### config.mk
export PLATFORM = sky130hd
export DESIGN_NAME = tdc_spi_slave
export DESIGN_NICKNAME = d
export VERILOG_FILES = /design/src/rtl/tdc_spi_slave.sv
export SDC_FILE = /design/constraint.sdc
export NUM_CORES = 1
export LEC_CHECK = 0
export ABC_AREA = 1
export CORE_ASPECT_RATIO = 0.9
export CORE_UTILIZATION = 30
export DETAILED_ROUTE_END_ITERATION = 8
export PLACE_DENSITY = 0.48
export SYNTH_ARGS = -nofsm -noshare
export SYNTH_HDL_FRONTEND = slang
export SYNTH_SLANG_ARGS = --single-unit
### constraint.sdc
create_clock -name clk -period 2.31 [get_ports clk]
set_input_delay 0.3465 -clock clk [delete_from_list [all_inputs] [get_ports clk]]
set_output_delay 0.3465 -clock clk [all_outputs]
set_load 0.005 [all_outputs]
### src/rtl/tdc_spi_slave.sv
// SPI mode-0 register slave for the TDC: 10 config bytes (0x00-0x09), 13 read-only
// 24-bit measurement words (0x10-0x1C). Define TDC_SPI_SLAVE_AUTOINC_EN to honour command bit7.
module tdc_spi_slave #(
  parameter int SYNC_STAGES = 3
) (
  input  logic        clk,
  input  logic        rst_n,
  input  logic        spi_sck,
  input  logic        spi_cs_n,
  input  logic        spi_mosi,
  output logic        spi_miso,
  input  logic        meas_we,
  input  logic [3:0]  meas_idx,
  input  logic [23:0] meas_din,
  output logic [7:0]  config1,
  output logic        start_meas,
  output logic        xfer_done,
  output logic [1:0]  fsm_state
);

`ifdef TDC_SPI_SLAVE_AUTOINC_EN
  localparam logic AUTOINC_EN = 1'b1;
`else
  localparam logic AUTOINC_EN = 1'b0;
`endif

  localparam logic [7:0] CFG_RST [10] = '{8'h00, 8'h40, 8'h07, 8'hFF, 8'hFF,
                                          8'h00, 8'h00, 8'h00, 8'h00, 8'h00};

  typedef enum logic [1:0] {IDLE = 2'd0, CMD = 2'd1, DATA = 2'd2} state_t;
  state_t state;

  // Synchronizers reset low so a CS held low through reset never looks like a new falling edge.
  logic [SYNC_STAGES-1:0] sck_sync, cs_sync, mosi_sync;
  logic sck_prev, cs_prev;
  logic sck_s, cs_s, mosi_s;
  logic sck_rise, sck_fall, cs_rise, cs_fall;

  always_ff @(posedge clk or negedge rst_n) begin
    if (!rst_n) begin
      sck_sync  <= '0;
      cs_sync   <= '0;
      mosi_sync <= '0;
      sck_prev  <= 1'b0;
      cs_prev   <= 1'b0;
    end else begin
      sck_sync  <= {sck_sync[SYNC_STAGES-2:0], spi_sck};
      cs_sync   <= {cs_sync[SYNC_STAGES-2:0], spi_cs_n};
      mosi_sync <= {mosi_sync[SYNC_STAGES-2:0], spi_mosi};
      sck_prev  <= sck_s;
      cs_prev   <= cs_s;
    end
  end

  assign sck_s    = sck_sync[SYNC_STAGES-1];
  assign cs_s     = cs_sync[SYNC_STAGES-1];
  assign mosi_s   = mosi_sync[SYNC_STAGES-1];
  assign sck_rise = sck_s & ~sck_prev;
  assign sck_fall = ~sck_s & sck_prev;
  assign cs_rise  = cs_s & ~cs_prev;
  assign cs_fall  = ~cs_s & cs_prev;

  logic [7:0]  cfg  [10];
  logic [23:0] meas [13];
  logic [6:0]  cmd_sr;
  logic [6:0]  rx_sr;
  logic [23:0] tx_sr;
  logic [4:0]  bit_cnt;
  logic [5:0]  addr;
  logic        wr;
  logic        autoinc;
  logic        wr_pend;
  logic [5:0]  wr_addr;
  logic [7:0]  wr_data;

  logic        is_wide;
  logic [4:0]  last_bit;
  logic [5:0]  next_addr;
  logic [5:0]  cmd_addr;
  logic [7:0]  rx_byte;

  assign is_wide   = (addr[5:4] == 2'b01);
  assign last_bit  = is_wide ? 5'd23 : 5'd7;
  assign next_addr = addr + {5'd0, autoinc};
  assign cmd_addr  = {cmd_sr[4:0], mosi_s};
  assign rx_byte   = {rx_sr, mosi_s};
  assign config1   = cfg[0];
  assign fsm_state = state;

  // Read data is left-aligned so the shifter always emits from bit 23.
  function automatic logic [23:0] reg_read(input logic [5:0] a);
    logic [23:0] d;
    d = '0;
    if (a < 6'd10)
      d = {cfg[a[3:0]], 16'h0000};
    else if (a >= 6'h10 && a <= 6'h1C)
      d = meas[a[3:0]];
    return d;
  endfunction

  always_ff @(posedge clk or negedge rst_n) begin
    if (!rst_n) begin
      state      <= IDLE;
      for (int i = 0; i < 10; i++) cfg[i] <= CFG_RST[i];
      for (int i = 0; i < 13; i++) meas[i] <= '0;
      cmd_sr     <= '0;
      rx_sr      <= '0;
      tx_sr      <= '0;
      bit_cnt    <= '0;
      addr       <= '0;
      wr         <= 1'b0;
      autoinc    <= 1'b0;
      wr_pend    <= 1'b0;
      wr_addr    <= '0;
      wr_data    <= '0;
      spi_miso   <= 1'b0;
      start_meas <= 1'b0;
      xfer_done  <= 1'b0;
    end else begin
      start_meas <= 1'b0;
      xfer_done  <= 1'b0;
      wr_pend    <= 1'b0;
      if (meas_we && meas_idx <= 4'd12) meas[meas_idx] <= meas_din;
      if (wr_pend) begin
        if (wr_addr < 6'd10) cfg[wr_addr[3:0]] <= wr_data;
        start_meas <= (wr_addr == 6'd0) && wr_data[0];
      end
      if (cs_rise) begin
        state     <= IDLE;
        spi_miso  <= 1'b0;
        xfer_done <= (state != IDLE);
      end else begin
        case (state)
          IDLE: if (cs_fall) begin
            state    <= CMD;
            bit_cnt  <= '0;
            spi_miso <= 1'b0;
          end
          CMD: if (sck_rise) begin
            cmd_sr  <= {cmd_sr[5:0], mosi_s};
            bit_cnt <= bit_cnt + 5'd1;
            if (bit_cnt == 5'd7) begin
              state   <= DATA;
              bit_cnt <= '0;
              wr      <= cmd_sr[5];
              autoinc <= cmd_sr[6] & AUTOINC_EN;
              addr    <= cmd_addr;
              tx_sr   <= reg_read(cmd_addr);
            end
          end
          DATA: begin
            if (sck_rise) begin
              rx_sr   <= rx_byte[6:0];
              bit_cnt <= bit_cnt + 5'd1;
              if (bit_cnt == last_bit) begin
                wr_pend <= wr & ~is_wide;
                wr_addr <= addr;
                wr_data <= rx_byte;
                bit_cnt <= '0;
                addr    <= next_addr;
                tx_sr   <= reg_read(next_addr);
              end
            end else if (sck_fall && !wr) begin
              spi_miso <= tx_sr[23];
              tx_sr    <= {tx_sr[22:0], 1'b0};
            end
          end
          default: state <= IDLE;
        endcase
      end
    end
  end

endmodule

==> results of run 1 <==
-- worst max-delay path: stages (launching register included) --
cell and delay [ns]:
dfrtp_4 0.57, buf_4 0.20, buf_12 0.16, buf_4 0.18, nand2_1 0.06, nand3_1 0.07, nand3_1 0.11, nand3_1 0.08
nand2_1 0.16, nand2_1 0.08, nand2_1 0.06, nand3_1 0.07, nand2_1 0.06, inv_1 0.03
-- sequential cells by signal, indices dropped and copies added, names as in the netlist, 2 cells and up --
signal	flops
cs_sync	3
rx_sr	7
cfg	72
bit_cnt	5
sck_sync	3
wr_data	8
fsm_state	2
config1	8
meas	312
addr	6
cmd_sr	6
wr_addr	6
tx_sr	24
mosi_sync	3
-- cells by family after synthesis --
| family | count (synthesis) | share of synthesized area [%] |
|---|---|---|
| flip-flops | 472 | 46.7 |
| buffers and inverters | 529 | 8.40 |
| AO/OA/AOI/OAI | 791 | 16.2 |
| AND/OR/NAND/NOR | 1699 | 28.3 |
| XOR/XNOR | 1 | 0.0345 |
| adder cells (fa/ha/maj) | 8 | 0.395 |
-- per-layer routing --
metal | up-vias | part of all wire, % | global-route usage, %
met1 | 11300 | 49 | 32.1
li1 | 11400 | - | -
met4 | 0 | 1.9 | 4.90
met3 | 117 | 5.7 | 3.05
met5 | - | 0 | 0
met2 | 654 | 44 | 32.9
-- area by class of cell --
type	instances	area, µm²	share of cell area [%]
clock buffers	71	1570	5.29
clock inverters	35	454	1.53
inverters	256	971	3.27
multi-input cells	2499	11500	38.7
flip-flops and latches	472	11900	40.0
well taps	1122	1400	4.73
repair buffers	162	1940	6.54
-- placed cells by master, fill, tap and decap left out, drive strengths merged --
cell type,synthesis,routed
nand2,980,980
clkinvlp,0,3
o211ai,39,39
nor4,2,2
ha,8,8
a31oi,17,17
o21ai,501,501
o21bai,1,1
bufinv,0,9
clkdlybuf4s50,0,45
buf,120,116
dfstp,20,20
clkinv,0,21
dlygate4sd3,0,1
nand4,5,5
inv,256,258
a22oi,1,1
nand3,555,555
o2111ai,2,2
a21oi,230,230
nor3,4,4
xnor2,1,1
clkbuf,153,71
or2,10,10
dfrtp,452,452
nor2,143,143
-- power by group through the flow --
stage	sequential, mW	clock, mW	combinational [mW]
floorplan	10.7	0	8.24
finish	11.1	9.75	12.9
global placement	11.2	0	12.8
detailed placement	11.2	0	12.8
CTS	11.1	9.98	12.8
global route	11.3	10.3	14.3
-- per-stage QoR --
step                setup slack, ns  instances  hold slack (ns)
floorplan                     0.379       3500           0.0509
global placement              0.301       4510            0.317
detailed placement            0.266       4510            0.311
CTS                           0.253       4617            0.130
global route                 0.0300       4617            0.144
finish                        0.250       4617            0.166
-- final timing paths --
check,startpoint,endpoint
max in group asynchronous,rst_n,meas[218]
max,mosi_sync[2],tx_sr[23]
min,spi_mosi,mosi_sync[0]
max reg2reg,mosi_sync[2],tx_sr[23]
min in group asynchronous,rst_n,cfg[36]
min reg2reg,mosi_sync[0],mosi_sync[1]
-- what timing repair did --
action | 4_1_cts | 5_1_grt
hold buffers | 1 | 0
gates resized for setup | 0 | 0
hold endpoints to repair | 30 | 0
==> impl_summary.md, run 1 <==
Setup path
The required time at the worst-slack endpoint is 2.80 ns. Along the worst path, the maximum fanout reaches 25. STA classifies the critical path endpoint as a flip-flop.

Data arrives at the worst endpoint at 2.55 ns. Measured in cells, the most critical reg-to-reg path has a length of 13. The flop-to-flop setup slack is 0.25 ns.

The worst setup path is launched from a flip-flop. The type of the worst setup path is flip-flop to flip-flop.

Synth
Among all flip-flop cells after synthesis, the most frequent one is dfrtp_1. The synthesized design spends more area on one cell type than any other, namely dfrtp_1. During synthesis, Yosys emitted a total of 0 warnings. Yosys mapped a number of flops with a built-in enable equal to 0. The count of distinct cell types in the synthesized netlist is 35. The count of mapped cells out of synthesis is 3500. Synthesis produced a netlist with a net count of 3542. The synthesized netlist occupies a cell area of 25400 µm². By instance count, the leading cell after synthesis is nand2_1. The share of synthesized flip-flops with an asynchronous set or reset is 100%. In the post-synthesis netlist, the biggest area contributors are dfrtp_1, nand2_1, nand3_1, o21ai_0, a21oi_1.

The share of the Yosys chip area taken by registers is 46.7%. Summed over its instances, the top area cell type makes up 44.6% of the synthesized netlist area. The commonest cells after synthesis are nand2_1, nand3_1, dfrtp_1, o21ai_0, inv_1. The synthesized design contains 472 register bits. The mean cell area of the mapped netlist is 7.25 µm².

Floorplan
The starting density of the core is 30.5%. The die covers 85700 µm². The number of top-level pins is 47.

The site row count is 100. From left edge to right edge, the die measures 309 µm. The standard cell core area is 83200 µm².

The die outline height is 278 µm.

Layout
The number of antenna diodes in the final layout is 0. In the final layout, the share of cells above drive strength 1 is 8.35%. The count of filler cells inserted in the layout is 8831. Cells fill 35.6% of the core in the end.

The area growth from synthesis to layout is 16.9%. The area of all placed cells without fillers is 29700 µm². The number of nets in the layout is 3490.

STA
The number of hold violations in the final report is 0. The number of pins exceeding their max-slew limit in the final report is 0. The max-slew headroom at the worst pin is 58.1%. Adding up every negative setup slack in the final design gives 0 ns. Derived from the worst setup path, the maximum achievable clock frequency is 486 MHz. Setup violations remaining at the end of the flow were counted as 0. The final period utilization is 89.2%. The maximum clock skew at final layout is 0.0651 ns. At the pin with the least slew margin, the transition time is 0.629 ns. The final period demand of the worst path is 2.06 ns. Setup repair after global routing left no endpoint under its margin.

Global route
The number of global-route vias before repair is 22500. In the global route stage, overall resource usage came out at 21.6%. The number of antenna violations at the first check in global routing came to 0. Global routing finished with a remaining overflow of 0. The maximum number of pins on one net before global-route repair is 92.

The wire length of the first global-routing pass is 143 mm.

Drt
In the routed design, unresolved DRC markers number 0. The DRC violation total after the first TritonRoute iteration is 2142. In the routed layout, each cell is associated on average with a via count of 5.08.

The routed layout has 23500 vias. The routed wirelength normalized by instance count is 19.9 µm. The number of detailed-route iterations in the first pass is 8. The final layout contains routed wiring with a total length of 91.8 mm.

In this run the remaining antenna-violating nets after routing total 0.

Power and ir drop
The internal cell power is 20.0 mW. Of the total power, the clock network draws 28.9%. The net switching power figure is 13.7 mW. Dividing total power by cell area gives a power density of 1140 nW/µm².

IR analysis of the VDD net gives a maximum drop of 0.000893 V. The leakage power is 13.3 nW. The share of total power dissipated in sequential elements is 32.8%. The total power is 33.7 mW. Combinational logic burns 38.2% of the power.

The fraction of power spent switching nets is 40.6%.

Clocking
The TritonCTS clock tree is built. The level count of the clock H-tree is 2. The later pin in the worst-skew pair is clocked with a latency of 0.64 ns.

The post-CTS clock slew at the launch and capture registers of the worst setup and hold paths is 0.06 ns. The maximum buffer depth of the clock tree is 3. Clock tree synthesis found a total of 472 sinks.

The root buffer cell is clkbuf_16. The CTS buffer count is 57. The count of buffers added by post-CTS timing repair for setup is 0.

Place
After legalization and detailed placement, the total HPWL measured 55.4 mm. The cell area after placement is 27600 µm². The number of buffer cells added on primary ports is 46. The weighted congestion reported at the end of routability-driven placement is 0.816.

Run
The number of maximum-capacitance constraint violations is 0.

Min path
Along the worst hold path, the cell count comes to 1. The type of the most critical hold path is primary input to flip-flop.

Run status
The run finished with clean final reports.
Power figures use the tool's default switching activity.
==> inputs of run 2 (changes only) <==
--- a/config.mk
+++ b/config.mk
@@ -7,6 +7,7 @@
 export LEC_CHECK = 0
 export ABC_AREA = 1
 export CORE_ASPECT_RATIO = 0.9
+export CORE_MARGIN = 2
 export CORE_UTILIZATION = 30
 export DETAILED_ROUTE_END_ITERATION = 8
 export PLACE_DENSITY = 0.48
==> run 2 against run 1 <==
Compared with the run above: clock power fell by 2%; combinational power barely moved; sequential share of layout area rose by 0.052 points; maximum frequency fell by 2.8%; flip-flop and latch count did not move; highest routed layer unchanged.
==> impl_summary.md, run 2 (synthesis gave the netlist of run 1 again) <==
Drt
The routed wirelength normalized by instance count is 19.9 µm. In this run, the number of DRC markers left after iteration 0 of detailed routing was 2335. The DRC violation count after routing is 0. The average vias per placed instance is 5.07. The count of nets left with antenna violations once routing finished came out at 0. The final route contains 23500 vias. The number of detailed-route iterations in the first pass is 6. After detailed routing, the total wire length is 92.1 mm.

STA
The clock period could shrink to 2.12 ns. The max-slew headroom at the worst pin is 57.2%. Derived from the worst setup path, the maximum achievable clock frequency is 472 MHz.

The maximum clock skew at final layout is 0.0568 ns. At the pin with the least slew margin, the transition time is 0.640 ns. The setup TNS after final layout is 0 ns. The count of endpoints failing setup in the final report is 0.

The number of pins exceeding their max-slew limit in the final report was 0. The final period utilization is 91.7%. Setup repair after global routing left no endpoint under its margin.

The number of hold violations in the final report came to 0.

Setup path
STA puts the critical path data arrival time at 2.65 ns. The top fanout value on the critical path is 21. The required time at the worst-slack endpoint is 2.84 ns. The kind of launch point of the worst setup path is a flip-flop.

Following the worst setup path forward leads to its endpoint at tx_sr[23]. Among the stages of the critical path, the cell type that occurs most often is nand2_1. The start point of the critical path is mosi_sync[2]. The cell with the largest stage delay on the worst path is dfrtp_4. STA classifies the critical path endpoint as a flip-flop. The source of the worst register-to-register timing path is mosi_sync[2]. The critical path's largest stage delay is 0.58 ns. The number of cells traversed by the worst register-to-register path is 13.

Traced cell by cell, the critical path runs through inv_4 > buf_12 > nand2_1 > nand3_1 > nand3_1 > nand3_1 > nand2_1 > nand2_1 > nand2_1 > nand2_1 > nand3_1 > nand2_1 > inv_1. The setup path with the least slack is of type flip-flop to flip-flop. The destination of the worst register-to-register timing path is tx_sr[23].

The worst register-to-register path has a setup slack of 0.19 ns.

Layout
The core utilization of the finished layout is 35.2%. The area growth from synthesis to layout is 16.7%. The number of antenna diodes in the final layout is 0. The final layout contains 3493 nets. The area taken by flip-flops and latches is 11900 µm². In the final layout, the multi-input gates occupy 11500 µm². The register with the most flip-flops in the layout has 312 of them. The library cell used most frequently in the layout, excluding fill and tap cells, is nand2_1. The largest registers in the layout are meas (312), cfg (72), tx_sr (24). Cells with a size suffix above 1 make up 8.32% of the layout.

The library cells used most frequently in the layout, excluding fill and tap cells, are nand2_1, nand3_1, dfrtp_1. Ranked by flip-flop count, first place goes to meas. The count of filler cells inserted in the layout is 8948.

Global route
The wire length of the first global-routing pass is 143 mm. The number of global-route vias before repair was 22600. The total routing resource utilization after global routing is 21.1%.

The number of antenna violations at the first check in global routing came to 0. For this run the aggregate overflow at the end of global routing stands at 0. Entering global routing, the biggest net connects 77 pins.

Min path
The worst hold path belongs to the class primary input to flip-flop.

Clocking
The TritonCTS clock tree is built. Clock tree synthesis found a total of 472 sinks. The count of buffers added by post-CTS timing repair for setup is 0.

The clock latency reported for the late side of the worst-skew pair is 0.64 ns. The maximum buffer depth of the clock tree is 3. In this run the number of H-tree levels came out at 2. Clock-pin slew was measured on the worst setup and hold paths at 0.06 ns.

TritonCTS created 56 clock buffers. The root buffer cell is clkbuf_16.

Power and ir drop
The worst-case IR drop observed on VDD is 0.000647 V. The leakage power is 13.3 nW. In this run the power density over the cells is 1140 nW/µm².

Place
At the end of routability-driven placement, the weighted congestion stood at 0.816. The half-perimeter wire length after detailed placement is 56.4 mm. The number of buffer cells added on primary ports is 46.

Floorplan
The number of top-level pins is 47. Measured along the x axis, the die boundary spans 311 µm. The floorplan step set the die height to 280 µm. The core region is 84000 µm². The starting density of the core is 30.2%. Row generation in the floorplan step produced 101 rows. The die covers 86900 µm².

Run status
The flow ran to the end, and the final reports show no timing, DRC or antenna violations.

Run
The number of maximum-capacitance constraint violations is 0.
## run 2: cell count changes in the layout (fill, tap and decap cells not counted), moves of 2 or more
| cell | change |
|---|---|
| buf_4 | +8 |
| clkbuf_1 | +3 |
| buf_12 | -5 |
| clkinv_2 | -3 |
| clkbuf_8 | +2 |
| clkinv_4 | -3 |
## run 2: per-stage QoR
step	total power [mW]	hold WS, ns	instances	area [µm²]	setup slack (ns)
after global routing	35.8	0.162	4629	29600	0.0364
after floorplan	19.0	0.0509	3500	25400	0.379
after detailed placement	24.1	0.307	4525	27600	0.195
after global placement	24.0	0.304	4525	27600	0.242
after CTS	33.8	0.141	4629	29600	0.207
final	33.7	0.170	4629	29600	0.191
## run 2: area by class of cell
cell class | count | share of cell area (%)
clock buffer | 77 | 5.51
clock inverter | 26 | 1.23
inverter | 256 | 3.28
multi-input combinational | 2499 | 38.7
sequential | 472 | 40.0
tap | 1133 | 4.79
timing repair buffer | 166 | 6.45
## run 2: worst min path at each step
| stage | from | end | slack [ns] | depth (start not counted) |
|---|---|---|---|---|
| floorplan | rst_n | addr[0] | 0.05 | 0 |
| global placement | rst_n | cfg[59] | 0.30 | 1 |
| detailed placement | rst_n | cfg[59] | 0.31 | 1 |
| CTS | spi_mosi | mosi_sync[0] | 0.14 | 1 |
| global route | spi_mosi | mosi_sync[0] | 0.16 | 1 |
| finish | spi_mosi | mosi_sync[0] | 0.17 | 1 |
## run 2: critical path: cells and delay by family, from the launching register on
kind,cells,cell delay [ns]
buf+inv,3,0.49
flops,1,0.58
simple gates,10,0.93
## run 2: report_power, final
part	switching, mW	internal, mW	total (mW)
logic	8.79	4.25	13.0
registers	1.20	9.86	11.1
clock network	3.77	5.82	9.59
total	13.8	19.9	33.7
## run 2: timing repair
action | in CTS | in global routing
resized for setup | 0 | 2
hold buffers | 1 | 0
setup endpoints to repair | 0 | 2
hold endpoints to repair | 57 | 0
## run 2: routing by layer
layer	part of all wire (%)	up-vias	track usage, %	wire [µm]
met4	2.4	0	5.80	2210
met5	0	-	0	0
met2	43	803	32.4	39800
met3	7.3	135	3.71	6710
li1	-	11400	-	-
met1	47	11100	30.4	43400
==> inputs of run 3 (changes only) <==
--- a/config.mk
+++ b/config.mk
@@ -6,11 +6,12 @@
 export NUM_CORES = 1
 export LEC_CHECK = 0
 export ABC_AREA = 1
+export ABC_CLOCK_PERIOD_IN_PS = 2310
 export CORE_ASPECT_RATIO = 0.9
 export CORE_MARGIN = 2
 export CORE_UTILIZATION = 30
 export DETAILED_ROUTE_END_ITERATION = 8
-export PLACE_DENSITY = 0.48
+export PLACE_DENSITY_LB_ADDON = 0.1
 export SYNTH_ARGS = -nofsm -noshare
 export SYNTH_HDL_FRONTEND = slang
 export SYNTH_SLANG_ARGS = --single-unit
==> run 3 against run 2 <==
Compared with the run above: count of clock-buffer cells in the layout up 11; sequential share of layout area about the same; sequential power hardly changed.
==> impl_summary.md, run 3 (synthesis gave the netlist of run 1 again) <==
Layout
In the final layout, the registers with the most flip-flops are meas (312), cfg (72), tx_sr (24). Across the whole layout, storage elements account for 11900 µm². In the final layout, the share of cells above drive strength 1 is 8.25%.

The area growth from synthesis to layout is 16.8%. The top cell types in the final layout, fill and taps aside, are nand2_1, nand3_1, dfrtp_1. The count of filler cells inserted in the layout is 8888.

The number of flip-flops under the largest register name is 312. The number of antenna diodes in the final layout is 0. Ranked by flip-flop count, first place goes to meas.

The multi-input combinational cells in the finished layout cover a total of 11500 µm². After the last flow step, the layout net total stands at 3498. The commonest non-fill, non-tap cell in the layout is nand2_1.

STA
The final period demand of the worst path is 2.07 ns. The setup TNS after final layout is 0 ns. The maximum clock skew at final layout is 0.0223 ns.

The number of hold violations in the final report was 0. Setup violations remaining at the end of the flow were counted as 0. For the pin with the worst max-slew slack, the measured transition is 0.635 ns. The final period utilization is 89.7%.

The number of pins exceeding their max-slew limit in the final report came to 0. The max-slew headroom at the worst pin is 57.6%. The worst hold margin is 0.175 ns. Setup repair after global routing left no endpoint under its margin. The maximum clock frequency is 483 MHz.

Drt
After detailed routing, the average wire length per cell comes to 20.6 µm. The via total after detailed routing is 23300. The average vias per placed instance is 5.03.

In this run, the number of DRC markers left after iteration 0 of detailed routing was 2116. The number of detailed-route iterations in the first pass is 5. The routed design has 95.6 mm of wire. Once detail routing completed, the nets flagged for antenna violations numbered 0. In the routed design, unresolved DRC markers number 0.

Setup path
The kind of launch point of the worst setup path is a flip-flop. Grouping stages by cell kind, the critical path spends the most delay in buffers and inverters. The buffering stage count on the worst path with inverters included is 4.

The setup path with the least slack is of type flip-flop to flip-flop. The signal on the critical path passes through inv_1 > ha_1 > inv_2 > nor2_2 > nand2_1 > nand4_2 > buf_12 > a21oi_1 > nand3_1 > o21ai_1 > inv_1. The source of the worst register-to-register timing path is fsm_state[0]. On the worst path, the slowest cell contributes a delay of 0.43 ns. In this run the critical register-to-register path is captured at tx_sr[15]. At the worst endpoint, the required time is 2.83 ns. The number of cells traversed by the worst register-to-register path is 11. In this run the worst setup path begins at fsm_state[0]. Of all nets on the critical path, the largest fanout is 23. The most common cell type on the critical path is inv_1. STA classifies the critical path endpoint as a flip-flop.

Data on the critical path arrives at its endpoint at 2.59 ns. The slowest stage of the critical path belongs to the cell dfrtp_1. Setup slack on the worst reg-to-reg path comes out at 0.24 ns.

Clocking
CTS saw 472 sinks. TritonCTS created 58 clock buffers. After clock tree synthesis, the clock-pin slew on the worst setup and hold paths is 0.06 ns.

No sink is reached through more buffers than the 3 on the longest clock path. The TritonCTS clock tree is built. The level count of the clock H-tree is 2. In this run the clock root is driven by a clkbuf_16. The clock latency reported for the late side of the worst-skew pair is 0.63 ns.

Global route
The number of global-route vias before repair is 22700. The wire length of the first global-routing pass is 148 mm. The total routing resource utilization after global routing is 22.1%. The total overflow reported by the global router is 0.

Entering global routing, the biggest net connects 82 pins. The number of antenna violations at the first check in global routing is 0.

Floorplan
The die outline height is 280 µm. The die covers 86900 µm². The site row count is 101. Once the floorplan was initialized, standard cells occupied 30.2% of the core. The horizontal die dimension is 311 µm.

In this run the count of I/O pins placed on the die edge is 47. The standard cell core area is 84000 µm².

Min path
Along the worst hold path, the cell count comes to 1. The startpoint of the tightest hold check path is spi_mosi. The type of the most critical hold path is primary input to flip-flop. The endpoint with the worst hold slack is mosi_sync[0].

Run
The number of maximum-capacitance constraint violations is 0.

Place
Detailed placement ended at an HPWL of 58.2 mm. The weighted congestion reported at the end of routability-driven placement is 0.788. During placement, the flow inserted port buffers numbering 46.

Power and ir drop
VDD sags by at most 0.000749 V. The power per cell area is 1130 nW/µm². The leakage power is 13.3 nW.

Run status
The flow ran to the end, and the final reports show no timing, DRC or antenna violations.
==> run 3: worst max-delay path by stage <==
stage	to	depth (start not counted)
final	tx_sr[15]	11
after global routing	tx_sr[15]	11
after CTS	tx_sr[15]	10
after detailed placement	tx_sr[15]	10
after global placement	tx_sr[9]	11
after floorplan	tx_sr[18]	11
==> run 3: layout make-up <==
cell class,count,area share [%]
flip-flops and latches,472,40.0
repair buffers,169,6.76
clock inverters,17,0.663
clock buffers,88,5.82
inverters,256,3.28
multi-input cells,2499,38.7
well taps,1133,4.78
==> run 3: power breakdown <==
| group | total, mW | internal, mW | switching (mW) |
|---|---|---|---|
| clock | 9.38 | 5.55 | 3.83 |
| combinational | 13.0 | 4.35 | 8.61 |
| sequential | 11.2 | 9.87 | 1.29 |
| total | 33.5 | 19.8 | 13.7 |
==> run 3: per-stage QoR <==
stage	cell area, µm²	utilization (%)	cells	setup slack [ns]	total power [mW]
after floorplan	25400	-	3500	0.379	19.0
after global placement	27700	33.0	4528	0.263	24.2
after detailed placement	27700	33.0	4528	0.208	24.2
after CTS	29600	35.3	4634	0.203	33.8
after global routing	29600	35.3	4634	0.0231	35.8
final	29600	35.3	4634	0.239	33.5
==> run 3: timing repair <==
item,CTS,global route
hold buffers,1,0
endpoints found under the setup margin,0,4
endpoints found under the hold margin,157,0
buffers inserted,0,0
resized for setup,0,1
==> run 3: layer usage <==
layer,vias up,share of wire [%],GRT usage [%]
li1,11500,-,-
met1,11200,49,32.3
met4,0,1.9,5.20
met5,-,0,0
met2,588,44,34.4
met3,115,5.2,2.98
